===== config.mk =====
export PLATFORM = sky130hd
export DESIGN_NAME = seq_scan_ctrl
export DESIGN_NICKNAME = d
export VERILOG_FILES = /design/src/rtl/seq_scan_pkg.sv /design/src/rtl/seq_det_1001.sv /design/src/rtl/seq_scan_ctrl.sv
export SDC_FILE = /design/constraint.sdc
export NUM_CORES = 1
export LEC_CHECK = 0
export BUFFER_PORTS_ARGS = -buffer_cell sky130_fd_sc_hd__buf_2
export CAP_MARGIN = 20
export CORE_MARGIN = 3
export CORE_UTILIZATION = 52
export DETAILED_ROUTE_END_ITERATION = 16
export GPL_ROUTABILITY_DRIVEN = 0
export PLACE_DENSITY_LB_ADDON = 0.08
export SLEW_MARGIN = 20
export SYNTH_ARGS = -nofsm -noshare
export SYNTH_HDL_FRONTEND = slang
export SYNTH_SLANG_ARGS = --single-unit

===== constraint.sdc =====
create_clock -name clk -period 1.4 [get_ports clk]
set_input_delay 0.14 -clock clk [delete_from_list [all_inputs] [get_ports clk]]
set_output_delay 0.14 -clock clk [all_outputs]
set_load 0.05 [all_outputs]

===== src/rtl/seq_scan_pkg.sv =====
// ---------------------------------------------------------------------------
// seq_scan_pkg
// Shared types and constants for the 1001 word scanner.
//   state_t      : controller FSM state (IDLE=0, SHIFT=1, DRAIN=2, DONE=3)
//   det_state_t  : 1001 recogniser state (S0, S1, S10, S100)
//   PATTERN      : the searched bit pattern, MSB first
//   det_next()   : recogniser transition function
// ---------------------------------------------------------------------------
package seq_scan_pkg;

  typedef enum logic [1:0] {
    IDLE  = 2'd0,
    SHIFT = 2'd1,
    DRAIN = 2'd2,
    DONE  = 2'd3
  } state_t;

  // Each state names the longest suffix of the input that is a prefix of 1001.
  typedef enum logic [1:0] {
    S0   = 2'd0,
    S1   = 2'd1,
    S10  = 2'd2,
    S100 = 2'd3
  } det_state_t;

  localparam logic [3:0] PATTERN = 4'b1001;

  function automatic det_state_t det_next(input det_state_t s, input logic b);
    case (s)
      S0:      return b ? S1 : S0;
      S1:      return b ? S1 : S10;
      S10:     return b ? S1 : S100;
      // From S100 a 1 completes a match; that 1 is also the first bit of the
      // next overlapping pattern, hence S1.
      default: return b ? S1 : S0;
    endcase
  endfunction

endpackage


===== src/rtl/seq_det_1001.sv =====
// ---------------------------------------------------------------------------
// seq_det_1001
// Moore recogniser for the bit pattern 1001 with overlap. The hit flag is
// registered: it is high for the cycle after the final 1 is sampled.
//   clk    : clock, rising edge
//   reset  : asynchronous active-high reset (state S0, hit 0)
//   clr    : synchronous clear (state S0, hit 0)
//   en     : sample bit_in this cycle
//   bit_in : serial input bit
//   hit    : registered match flag
// ---------------------------------------------------------------------------
module seq_det_1001
  import seq_scan_pkg::*;
(
  input  logic clk,
  input  logic reset,
  input  logic clr,
  input  logic en,
  input  logic bit_in,
  output logic hit
);

  det_state_t state;

  always_ff @(posedge clk or posedge reset) begin
    if (reset) begin
      state <= S0;
      hit   <= 1'b0;
    end else if (clr) begin
      state <= S0;
      hit   <= 1'b0;
    end else begin
      // The flag only reflects a bit sampled this cycle; with en low it drops.
      hit <= en && (state == S100) && (bit_in == PATTERN[0]);
      if (en) state <= det_next(state, bit_in);
    end
  end

endmodule


===== src/rtl/seq_scan_ctrl.sv =====
// ---------------------------------------------------------------------------
// seq_scan_ctrl
// Accepts a W-bit word, shifts it MSB first through a 1001 recogniser and
// reports how many matches it contained (saturating at 2^CNT_W-1).
// Optional feature: define SEQ_SCAN_CARRY_EN to keep recogniser state across
// words (stream mode); otherwise the recogniser is cleared on every accept.
//   clk       : clock, rising edge
//   reset     : asynchronous active-high reset
//   in_valid  : word offered           in_data   : word to scan (W bits)
//   in_ready  : word can be accepted   (high only in IDLE)
//   out_valid : result valid           out_count : match count (CNT_W bits)
//   out_hit   : out_count != 0         out_ready : consumer takes the result
//   busy      : controller not in IDLE
// ---------------------------------------------------------------------------
module seq_scan_ctrl
  import seq_scan_pkg::*;
#(
  parameter int W     = 8,
  parameter int CNT_W = 4
) (
  input  logic             clk,
  input  logic             reset,
  input  logic             in_valid,
  input  logic [W-1:0]     in_data,
  output logic             in_ready,
  output logic             out_valid,
  output logic [CNT_W-1:0] out_count,
  output logic             out_hit,
  input  logic             out_ready,
  output logic             busy
);

  localparam int              BC_W     = $clog2(W);
  localparam logic [BC_W-1:0] LAST_BIT = BC_W'(W - 1);
  localparam logic [CNT_W-1:0] CNT_MAX = '1;

  state_t           state;
  logic [W-1:0]     sr;
  logic [BC_W-1:0]  bit_cnt;
  logic [CNT_W-1:0] count;
  logic [CNT_W-1:0] count_next;
  logic             accept;
  logic             det_clr;
  logic             det_hit;
  logic             count_inc;

  assign accept = in_valid && in_ready;

`ifdef SEQ_SCAN_CARRY_EN
  assign det_clr = 1'b0;
`else
  assign det_clr = accept;
`endif

  seq_det_1001 u_det (
    .clk    (clk),
    .reset  (reset),
    .clr    (det_clr),
    .en     (state == SHIFT),
    .bit_in (sr[W-1]),
    .hit    (det_hit)
  );

  // During the first SHIFT cycle the flag still belongs to whatever preceded
  // the word; the flag for the final bit arrives in DRAIN.
  always_comb begin
    // NOTE: every always_comb output gets a default first so no latch is inferred.
    count_inc  = det_hit && (((state == SHIFT) && (bit_cnt != '0)) || (state == DRAIN));
    count_next = count;
    if (count_inc && (count != CNT_MAX)) count_next = count + 1'b1;
  end

  // NOTE: all registers here are flops with async reset, written with <= only
  // so every right-hand side sees pre-edge values.
  always_ff @(posedge clk or posedge reset) begin
    if (reset) begin
      state     <= IDLE;
      sr        <= '0;
      bit_cnt   <= '0;
      count     <= '0;
      in_ready  <= 1'b1;
      out_valid <= 1'b0;
      out_count <= '0;
      out_hit   <= 1'b0;
      busy      <= 1'b0;
    end else begin
      case (state)
        IDLE: begin
          if (accept) begin
            sr       <= in_data;
            count    <= '0;
            bit_cnt  <= '0;
            in_ready <= 1'b0;
            busy     <= 1'b1;
            state    <= SHIFT;
          end
        end
        SHIFT: begin
          sr      <= {sr[W-2:0], 1'b0};
          bit_cnt <= bit_cnt + 1'b1;
          count   <= count_next;
          if (bit_cnt == LAST_BIT) state <= DRAIN;
        end
        DRAIN: begin
          count     <= count_next;
          out_valid <= 1'b1;
          out_count <= count_next;
          out_hit   <= (count_next != '0);
          state     <= DONE;
        end
        DONE: begin
          if (out_ready) begin
            out_valid <= 1'b0;
            out_count <= '0;
            out_hit   <= 1'b0;
            in_ready  <= 1'b1;
            busy      <= 1'b0;
            state     <= IDLE;
          end
        end
        default: state <= IDLE;
      endcase
    end
  end

endmodule


# --- Word-level counts from Yosys, hierarchy flattened ---
# Index checks and enable logic that the tools add are counted.
op_classes:
  muxes: 28
  eq_ne: 11
  n_reduce_logical: 21
  n_addsub: 2
ops:
  columns: ["operator", "n"]
  rows:
  - ["$pmux 4 s2", 2]
  - ["$pmux 8 s2", 1]
  - ["$mux 2", 7]
  - ["$mux 4", 3]
  - ["$reduce_bool 2->1", 5]
  - ["$eq 2x2->1 const B", 4]
  - ["$mux 8", 1]
  - ["$pmux 1 s2", 4]
  - ["$pmux 2 s4", 1]
  - ["$logic_and 1x1->1", 6]
  - ["$mux 1", 6]
  - ["$ne 2x2->1 const B", 3]
  - ["$pmux 3 s2", 1]
  - ["$reduce_and 2->1", 3]
  - ["$reduce_and 3->1", 2]
  - ["$add 4x1->4 const B", 1]
  - ["$eq 2x1->1 const B", 2]
  - ["$ne 4x4->1 const B", 1]
  - ["$pmux 2 s2", 1]
  - ["$reduce_bool 4->1", 1]
  - ["$add 3x1->3 const B", 1]
  - ["$eq 3x3->1 const B", 1]
  - ["$mux 3", 1]
  - ["$reduce_bool 3->1", 1]
  - ["3 further kinds", 3]
totals:
  inputBits: 12
  regBits: 28

# --- Depth between registers and ports, before layout ---
# Gate-level depths: netlist of the first run.
logic_depth:
  word_depth: 8
  ltp_mapped: 7
  depth_no_buf: 6

# --- Cells and area by module ---
# A second synthesis of the first run with hierarchy kept.
hier_totals:
  hier_cells: 161
  hier_area_um2: 1616.6
by_module_without_submodules:
  columns: ["mod", "cells_per_inst", "n_inst", "area_per_inst_um2", "seq_area_each_um2"]
  rows:
  - ["seq_scan_ctrl", 145, 1, 1443.9, 626.9]
  - ["seq_det_1001", 16, 1, 172.7, 75.1]

# --- Worst setup path before layout of the first run ---
# No wires, ideal clock.
synth_path:
  path_type: "register to register"
  startpoint: "reg in_ready"
  endpoint: "reg sr[1]"
  slack_ns: -0.159
  required_time_ns: 1.274
  stages_incl_launch_ff: 6
  arrival_time_ns: 1.433
  synth_period_minus_slack_ns: 1.559
  setup_ns: 0.126
  cell_sequence: "dfstp_2 buf_2 a21boi_4 nor2_4 buf_2 a21oi_1"
synth_via:
  elab_chain_len: 3
synth_rtl:
  columns: ["element", "line_no", "rtl"]
  rows:
  - ["start: declaration", "seq_scan_ctrl.sv:25", "output logic in_ready,"]
  - ["start signal: assignment", "seq_scan_ctrl.sv:81", "in_ready <= 1'b1;"]
  - ["start signal: assignment", "seq_scan_ctrl.sv:93", "in_ready <= 1'b0;"]
  - ["start signal: assignment", "seq_scan_ctrl.sv:116", "in_ready <= 1'b1;"]
  - ["$logic_and 1x1->1", "seq_scan_ctrl.sv:47", "assign accept = in_valid && in_ready;"]
  - ["$ne 2x2->1 (no source line)", null, null]
  - ["$reduce_and 2->1 (no source line)", null, null]
  - ["end signal: assignment", "seq_scan_ctrl.sv:90", "sr <= in_data;"]
  - ["end signal: assignment", "seq_scan_ctrl.sv:99", "sr <= {sr[W-2:0], 1'b0};"]
  - ["end: declaration", "seq_scan_ctrl.sv:38", "logic [W-1:0] sr;"]
# No other way between the ends.
# A chain may end at the register's enable or synchronous reset.

# --- Worst setup path in the final report of the first run ---
layout_path:
  startpoint: "reg state[1]"
  endpoint: "reg sr[2]"
layout_via:
  elab_chain_len: 3
layout_rtl:
  columns: ["element", "line_no", "rtl"]
  rows:
  - ["start: declaration", "seq_scan_ctrl.sv:37", "state_t state;"]
  - ["start signal: assignment", "seq_scan_ctrl.sv:77", "state <= IDLE;"]
  - ["start signal: assignment", "seq_scan_ctrl.sv:95", "state <= SHIFT;"]
  - ["start signal: assignment", "seq_scan_ctrl.sv:102", "if (bit_cnt == LAST_BIT) state <= DRAIN;"]
  - ["$eq 2x1->1 / $logic_not 2->1 (equally long branches)", "seq_scan_ctrl.sv:87", "case (state)"]
  - ["$reduce_bool 2->1 (no source line) / $ne 2x2->1 (equally long branches)", null, null]
  - ["$reduce_and 2->1 (no source line)", null, null]
# Several ways; a longest one is shown, not always the timed one.

==> run summary, run 1 <==
CLOCKING
-------------------------------------------------------------------------------------
Number of H-tree branching levels ......................................            1
Clk sink count .........................................................           28
Clk Latency, worst-skew pair ...........................................      0.34 ns
TritonCTS buffer count .................................................            3
Clock root buffer master ............................................... sky130_fd_sc_hd__clkbuf_4
CTS tree ...............................................................         done
Clock-pin slew of the registers on the worst-case setup and hold paths .      0.16 ns
Longest Clk Path Bufs ..................................................            2

TIMING
-------------------------------------------------------------------------------------
Worst Skew .............................................................    0.0147 ns
Endpoints failing hold .................................................            0
Relative max-transition margin .........................................        0.763
Max-slew violation count ...............................................            0
Maximum clock frequency ................................................    0.681 GHz
Setup TNS ..............................................................    -0.731 ns
Final cycle utilization of the critical path ...........................         1.05
Setup slack of the critical path after layout ..........................   -0.0692 ns
Worst slew pin tran ....................................................     0.356 ns
Number of failing setup endpoints in the final timing report ...........           21
Setup repair after global routing missed its margin ....................         true
Min Tclk post-route ....................................................      1.47 ns

POWER
-------------------------------------------------------------------------------------
Power density cells ....................................................   550 mW/mm²
Leakage component of the power .........................................  0.000993 µW
Worst vdd ir ...........................................................     0.493 mV

FINAL LAYOUT
-------------------------------------------------------------------------------------
Sequential cell area ...................................................      702 µm²
Area added between synthesis and finish ................................        34.4%
Post-layout net count ..................................................          245
Multi-input gate area ..................................................  0.00107 mm²
Most frequent cells in the layout ...................................... 27 x sky130_fd_sc_hd__dfrtp_1, 27 x sky130_fd_sc_hd__buf_4, 18 x sky130_fd_sc_hd__buf_2, 15 x sky130_fd_sc_hd__a21oi_1, 14 x sky130_fd_sc_hd__nand2_1
Non-filler instance count after layout .................................          264
Fraction of layout instances using a drive strength above 1 ............        0.414
Antenna diode count ....................................................            0
Number of fill cells ...................................................          212

SYNTHESIS
-------------------------------------------------------------------------------------
Async set-reset flop share out of synthesis ............................         1.00
Number of distinct library cells after synthesis .......................           46
Number of instances in the synthesized netlist .........................          173
Fraction of the mapped netlist area in compound gates ..................        0.192
EDFF count, synth ......................................................            0
Number of warning messages in the yosys log ............................            0
Proportion of synthesized chip area in sequential cells ................        0.416
Dominant combinational cell family by area after synthesis ............. simple AND/OR/NAND/NOR gates
Syn_nets ...............................................................          197
Adder-cell share of the synthesized area ...............................       0.0890
Post-synthesis share of cell area spent on and, or, nand and nor gates .        0.195
Post-synthesis xor/xnor area fraction ..................................      0.00519
Synth Area per Inst ....................................................     9.75 µm²
Most used DFF post-synth ............................................... sky130_fd_sc_hd__dfrtp_1
Post-synthesis mux area share ..........................................       0.0475
Area of the mapped netlist .............................................  0.00169 mm²
Yosys reg bits .........................................................           28

DIE
-------------------------------------------------------------------------------------
Overall die height .....................................................      63.0 µm
I/O Pins ...............................................................           20
Initial standard-cell utilization of the core ..........................        0.548
Cell row count .........................................................           20
Floorplan die area .....................................................  0.00396 mm²
Chip width .............................................................      63.0 µm
CORE AREA ..............................................................  0.00308 mm²

GLOBAL ROUTING
-------------------------------------------------------------------------------------
Global router's overall resource usage .................................        0.216
Global-route wire length before repair .................................      6.87 mm
Vias in the first global route .........................................         1537
Pin count of the biggest net entering global routing ...................           29
Global route total overflow ............................................            0
Antenna violations before repair .......................................            0

CRITICAL PATH
-------------------------------------------------------------------------------------
Category of the worst setup path capture point .........................    flip-flop
Required time at the endpoint of the critical path .....................      1.64 ns
Worst setup path category ..............................................      reg2reg
Maximum fanout along the worst path ....................................           16
WP data arrival ........................................................      1.71 ns
FF-to-FF path depth ....................................................            7
Crit path launch type ..................................................    flip-flop

PLACED DESIGN
-------------------------------------------------------------------------------------
HPWL Detailed ..........................................................      2.74 mm
Count of placed standard cells including taps ..........................          249
Number of port buffers .................................................           19

WORST HOLD PATH
-------------------------------------------------------------------------------------
Number of cells on the worst hold path .................................            2
Kind of path behind the tightest hold check ............................       in2reg

DRT
-------------------------------------------------------------------------------------
Via density ............................................................         5.54
Number of DRC violations after detailed routing ........................            0
Iteration-0 DRC count of the detailed router ...........................          110
Final routed wirelength across all metal layers ........................      4.00 mm
Number of antenna-violating nets in the routed design ..................            0
Drt pass-1 iters .......................................................            4
Wire length per cell after detailed routing ............................      15.2 µm
Via count ..............................................................         1462

OUTCOME
-------------------------------------------------------------------------------------
Failing checks ......................................................... negative setup slack
Outcome ................................................................ finished with violations

FLOW RUN
-------------------------------------------------------------------------------------
Maximum capacitance violations .........................................            0

report_power, final:
group	switching, µW	internal (µW)	total, µW
Combinational	35.9	27.1	63.0
Clock	244	112	356
Sequential	8.98	819	828
worst paths after layout:
| check | from | endpoint | slack [ns] |
|---|---|---|---|
| worst max register to register | state[1] | sr[2] | -0.07 |
| worst min-delay path | out_ready | out_valid | 0.03 |
| worst max-delay path | state[1] | sr[2] | -0.07 |
| min in group asynchronous | reset | sr[1] | 0.38 |
| worst min register to register | out_count[2] | out_count[2] | 0.51 |
| max in group asynchronous | reset | in_ready | 0.70 |
metal layers:
metal	track usage	up-vias	share of wire
li1	-	720	-
met1	0.255	714	0.43
met2	0.398	24	0.54
met3	0.0216	4	0.023
met4	0.0799	0	0.012
met5	0	-	0
synth_stat cells, types with 2 or more instances:
cell | count | area share
sky130_fd_sc_hd__dfrtp_1 | 27 | 0.40
sky130_fd_sc_hd__a21oi_1 | 16 | 0.047
sky130_fd_sc_hd__nand2_1 | 14 | 0.031
sky130_fd_sc_hd__nor2_1 | 13 | 0.029
sky130_fd_sc_hd__ha_1 | 12 | 0.089
sky130_fd_sc_hd__inv_1 | 11 | 0.024
sky130_fd_sc_hd__nand3_1 | 9 | 0.027
sky130_fd_sc_hd__mux2i_1 | 8 | 0.047
sky130_fd_sc_hd__o211ai_1 | 8 | 0.036
sky130_fd_sc_hd__o21ai_0 | 6 | 0.018
sky130_fd_sc_hd__buf_2 | 5 | 0.015
sky130_fd_sc_hd__o21ai_1 | 4 | 0.012
sky130_fd_sc_hd__nand3b_1 | 3 | 0.013
sky130_fd_sc_hd__a21o_1 | 2 | 0.0089
sky130_fd_sc_hd__buf_6 | 2 | 0.013
sky130_fd_sc_hd__nand4b_1 | 2 | 0.010
sky130_fd_sc_hd__nor3_1 | 2 | 0.0059
cell type report:
| class | instances | share of cell area |
|---|---|---|
| Timing Repair Buffer | 51 | 0.164 |
| Multi-Input combinational cell | 126 | 0.472 |
| Inverter | 11 | 0.0182 |
| Sequential cell | 28 | 0.310 |
| Clock buffer | 4 | 0.0116 |
| Tap cell | 44 | 0.0243 |
registers in the layout, indices dropped and copies added, names as in the netlist:
| name | cells |
|---|---|
| in_ready | 1 |
| u_det.state | 2 |
| count | 4 |
| state | 2 |
| out_valid | 1 |
| out_hit | 1 |
| u_det.hit | 1 |
| busy | 1 |
| out_count | 4 |
| bit_cnt | 3 |
| sr | 8 |
stage by stage:
| stage | power, µW | instance area, µm² | util | worst slack, ns | hold slack, ns |
|---|---|---|---|---|---|
| global route | 1310 | 2270 | 0.737 | -0.180 | 0.0253 |
| detailed placement | 900 | 1970 | 0.639 | -0.168 | 0.226 |
| global placement | 897 | 1970 | 0.639 | -0.0928 | 0.216 |
| floorplan | 867 | 1730 | - | -0.0511 | 0.205 |
| finish | 1250 | 2270 | 0.737 | -0.0692 | 0.0290 |
| CTS | 1260 | 2180 | 0.709 | -0.0378 | 0.0190 |
repair_timing:
action | CTS | global route
endpoints found under the hold margin | 27 | 0
pin swaps | 8 | 6
hold buffers | 1 | 0
buffers inserted | 8 | 4
gates resized for setup | 27 | 16
setup endpoints to repair | 26 | 25
worst max-delay path, cell delays in order (launching register included):
cell	delay, ns
sky130_fd_sc_hd__dfrtp_1	0.44
sky130_fd_sc_hd__inv_2	0.14
sky130_fd_sc_hd__ha_4	0.17
sky130_fd_sc_hd__a21boi_4	0.27
sky130_fd_sc_hd__nor2_4	0.07
sky130_fd_sc_hd__buf_12	0.15
sky130_fd_sc_hd__nor2_2	0.08
sky130_fd_sc_hd__a21oi_1	0.05
logic make-up (layout without fill, tap and decap cells):
group | Yosys count | count (layout)
and+or+nand+nor | 57 | 57
AOI/OAI and AO/OA | 48 | 48
DFF | 28 | 28
buffers and inverters | 19 | 66
adders and majority gates | 12 | 12
muxes | 8 | 8
xor gates and xnor gates | 1 | 1
No activity file was read; power rests on OpenSTA's default activity.
==> run 2, diff against run 1 <==
--- a/config.mk
+++ b/config.mk
@@ -8,10 +8,11 @@
 export BUFFER_PORTS_ARGS = -buffer_cell sky130_fd_sc_hd__buf_2
 export CAP_MARGIN = 20
 export CORE_MARGIN = 3
-export CORE_UTILIZATION = 52
+export CORE_UTILIZATION = 50
 export DETAILED_ROUTE_END_ITERATION = 16
 export GPL_ROUTABILITY_DRIVEN = 0
 export PLACE_DENSITY_LB_ADDON = 0.08
+export REMOVE_ABC_BUFFERS = 1
 export SLEW_MARGIN = 20
 export SYNTH_ARGS = -nofsm -noshare
 export SYNTH_HDL_FRONTEND = slang
==> run 2 against run 1 <==
The run still ends with negative setup slack left; clock power rose by 20%; combinational power increased by 21%; core utilization rose by 5.5 points; register-to-register slack about the same; critical path depth is 2 lower; wire length rose by 12%; cell area is 9.2% higher; via count up 5.9%; first-iteration DRC count grew 19%; die area grew 3.6%; clock-buffer cell count unchanged; power increased by 6.9%; critical endpoint is now out_count[2]; largest cell class unchanged.
==> run summary, run 2 (synthesis results as in run 1) <==
FINAL LAYOUT
-------------------------------------------------------------------------------------
Fraction of layout instances using a drive strength above 1 ............        0.506   +0.0928
Final design utilization ...............................................        0.792   +0.0550
Area added between synthesis and finish ................................        46.8%
Commonest non-fill, non-tap cell in the layout ......................... sky130_fd_sc_hd__buf_4
Largest register FFs ...................................................            8   unchanged
Largest registers ...................................................... sr (8), count (4), out_count (4)
Most frequent cells in the layout ...................................... 31 x sky130_fd_sc_hd__buf_4, 25 x sky130_fd_sc_hd__dfrtp_1, 18 x sky130_fd_sc_hd__buf_2, 13 x sky130_fd_sc_hd__buf_6
Post-route cell area ...................................................  0.00248 mm²   +9.2%
Antenna diode count ....................................................            0   unchanged
Non-filler instance count after layout .................................          277   +4.9%
Post-layout net count ..................................................          258   +5.3%
Top reg by flops .......................................................           sr

WORST HOLD PATH
-------------------------------------------------------------------------------------
Kind of path behind the tightest hold check ............................       in2reg
Destination of the worst hold path .....................................    out_valid
HP Start ...............................................................    out_ready
Number of cells on the worst hold path .................................            2   unchanged

DIE
-------------------------------------------------------------------------------------
CORE AREA ..............................................................  0.00313 mm²   +1.6%
Floorplan die area .....................................................  0.00411 mm²   +3.6%
Chip width .............................................................      64.1 µm   +1.8%
I/O Pins ...............................................................           20   unchanged
Cell row count .........................................................           20   unchanged
Initial standard-cell utilization of the core ..........................        0.539   -0.00877
Overall die height .....................................................      64.1 µm   +1.8%

TIMING
-------------------------------------------------------------------------------------
Endpoints failing hold .................................................            0   unchanged
Worst slew pin tran ....................................................     0.507 ns   +0.151 ns
Setup repair after global routing missed its margin ....................         true
Min Tclk post-route ....................................................      1.46 ns   -0.0105 ns
Setup slack of the critical path after layout ..........................   -0.0587 ns   +0.0105 ns
Worst Skew .............................................................   0.00496 ns   -0.00978 ns
Relative max-transition margin .........................................        0.662   -0.101
Final cycle utilization of the critical path ...........................         1.04   -0.00752
Maximum clock frequency ................................................    0.686 GHz   +0.72%
Number of failing setup endpoints in the final timing report ...........           19   -9.5%
Max-slew violation count ...............................................            0   unchanged

CLOCKING
-------------------------------------------------------------------------------------
Clock-pin slew of the registers on the worst-case setup and hold paths .      0.16 ns   about the same
Clock root buffer master ............................................... sky130_fd_sc_hd__clkbuf_4
CTS tree ...............................................................         done
TritonCTS buffer count .................................................            3   unchanged
Clk sink count .........................................................           28   unchanged
Longest Clk Path Bufs ..................................................            2   unchanged
Clk Latency, worst-skew pair ...........................................      0.35 ns   about the same
Number of H-tree branching levels ......................................            1   unchanged

GLOBAL ROUTING
-------------------------------------------------------------------------------------
Pin count of the biggest net entering global routing ...................           18   -38%
Global-route wire length before repair .................................      7.31 mm   +6.4%
Global route total overflow ............................................            0   unchanged
Antenna violations before repair .......................................            0   unchanged
Global router's overall resource usage .................................        0.228   +0.0120
Vias in the first global route .........................................         1598   +4.0%

POWER
-------------------------------------------------------------------------------------
Leakage component of the power .........................................   0.00109 µW   +9.4%
Power density cells ....................................................   539 mW/mm²   -2.1%
Worst vdd ir ...........................................................     0.488 mV   -1.0%

CRITICAL PATH
-------------------------------------------------------------------------------------
Required time at the endpoint of the critical path .....................      1.65 ns   about the same
Category of the worst setup path capture point .........................    flip-flop
Crit path launch type ..................................................    flip-flop
Maximum fanout along the worst path ....................................            3   -13
Worst setup path category ..............................................      reg2reg
Capturing point of the worst reg2reg path .............................. out_count[2]
FF-to-FF path depth ....................................................            5   -2
WP data arrival ........................................................      1.71 ns   about the same
Launch point of the worst reg-to-reg path ..............................     count[1]
Reg-to-reg setup timing slack ..........................................     -0.06 ns   about the same

OUTCOME
-------------------------------------------------------------------------------------
Outcome ................................................................ finished with violations
Failing checks ......................................................... negative setup slack

PLACED DESIGN
-------------------------------------------------------------------------------------
Count of placed standard cells including taps ..........................          257   +3.2%
HPWL Detailed ..........................................................      2.72 mm   -0.81%
Number of port buffers .................................................           19   unchanged
Standard cell area after detailed placement ............................  0.00202 mm²   +2.4%

DRT
-------------------------------------------------------------------------------------
Via count ..............................................................         1548   +5.9%
Number of DRC violations after detailed routing ........................            0   unchanged
Iteration-0 DRC count of the detailed router ...........................          131   +19%
Drt pass-1 iters .......................................................            4   unchanged
Via density ............................................................         5.59   +0.91%
Number of antenna-violating nets in the routed design ..................            0   unchanged
Final routed wirelength across all metal layers ........................      4.46 mm   +12%
Wire length per cell after detailed routing ............................      16.1 µm   +6.3%

FLOW RUN
-------------------------------------------------------------------------------------
Maximum capacitance violations .........................................            0   unchanged

==> run 2: cell count changes in the layout (fill, tap and decap cells not counted), sizes merged <==
cell  previous run  this run
buf             50        63
==> run 2: repair_timing <==
action,4_1_cts,5_1_grt
setup endpoints to repair,23,26
gates cloned,0,0
buffers inserted,10,7
pin swaps,13,14
hold endpoints to repair,10,0
resized for setup,41,34
hold buffers,1,0
==> run 2: how the worst max path moves through the flow <==
stage | startpoint | end | slack (ns) | depth (start not counted)
floorplan | state[1] | count[3] | -0.41 | 5
global placement | state[0] | out_hit | -0.13 | 6
detailed placement | state[0] | count[0] | -0.19 | 6
CTS | state[0] | out_count[2] | -0.07 | 6
global route | state[0] | sr[1] | -0.13 | 7
finish | count[1] | out_count[2] | -0.06 | 5
==> run 2: per-layer routing <==
| layer | vias up | part of all wire | track usage |
|---|---|---|---|
| met1 | 761 | 0.43 | 0.267 |
| met2 | 29 | 0.52 | 0.404 |
| met3 | 13 | 0.021 | 0.0316 |
| li1 | 745 | - | - |
| met5 | - | 0 | 0 |
| met4 | 0 | 0.030 | 0.111 |
==> run 2: critical path: stages (launching register included) <==
cell and delay [ns]:
sky130_fd_sc_hd__dfrtp_1 0.44, sky130_fd_sc_hd__ha_4 0.19, sky130_fd_sc_hd__nand3_4 0.10, sky130_fd_sc_hd__and3_4 0.22
sky130_fd_sc_hd__and4bb_1 0.19, sky130_fd_sc_hd__a211o_1 0.23
==> run 2: area by class of cell <==
cell class / count / area [µm²]
inverter: 11 / 46.3
clock buffer: 4 / 36.3
tap: 44 / 55.1
fill: 195 / 652
multi-input combinational: 126 / 1130
timing repair buffer: 64 / 499
sequential: 28 / 704
==> run 2: through the flow <==
stage | hold WS, ns | TNS (ns) | total power [µW] | setup slack (ns)
2_1_floorplan | 0.205 | -6.46 | 867 | -0.406
3_3_place_gp | 0.173 | -1.22 | 900 | -0.132
3_5_place_dp | 0.186 | -2.14 | 904 | -0.189
4_1_cts | 0.0270 | -0.304 | 1310 | -0.0673
5_1_grt | 0.0350 | -2.05 | 1380 | -0.127
6_report | 0.0424 | -0.650 | 1330 | -0.0587
==> run 2: power breakdown <==
| group | internal (µW) | switching (µW) |
|---|---|---|
| logic | 34.7 | 41.5 |
| registers | 820 | 11.3 |
| clock network | 160 | 267 |
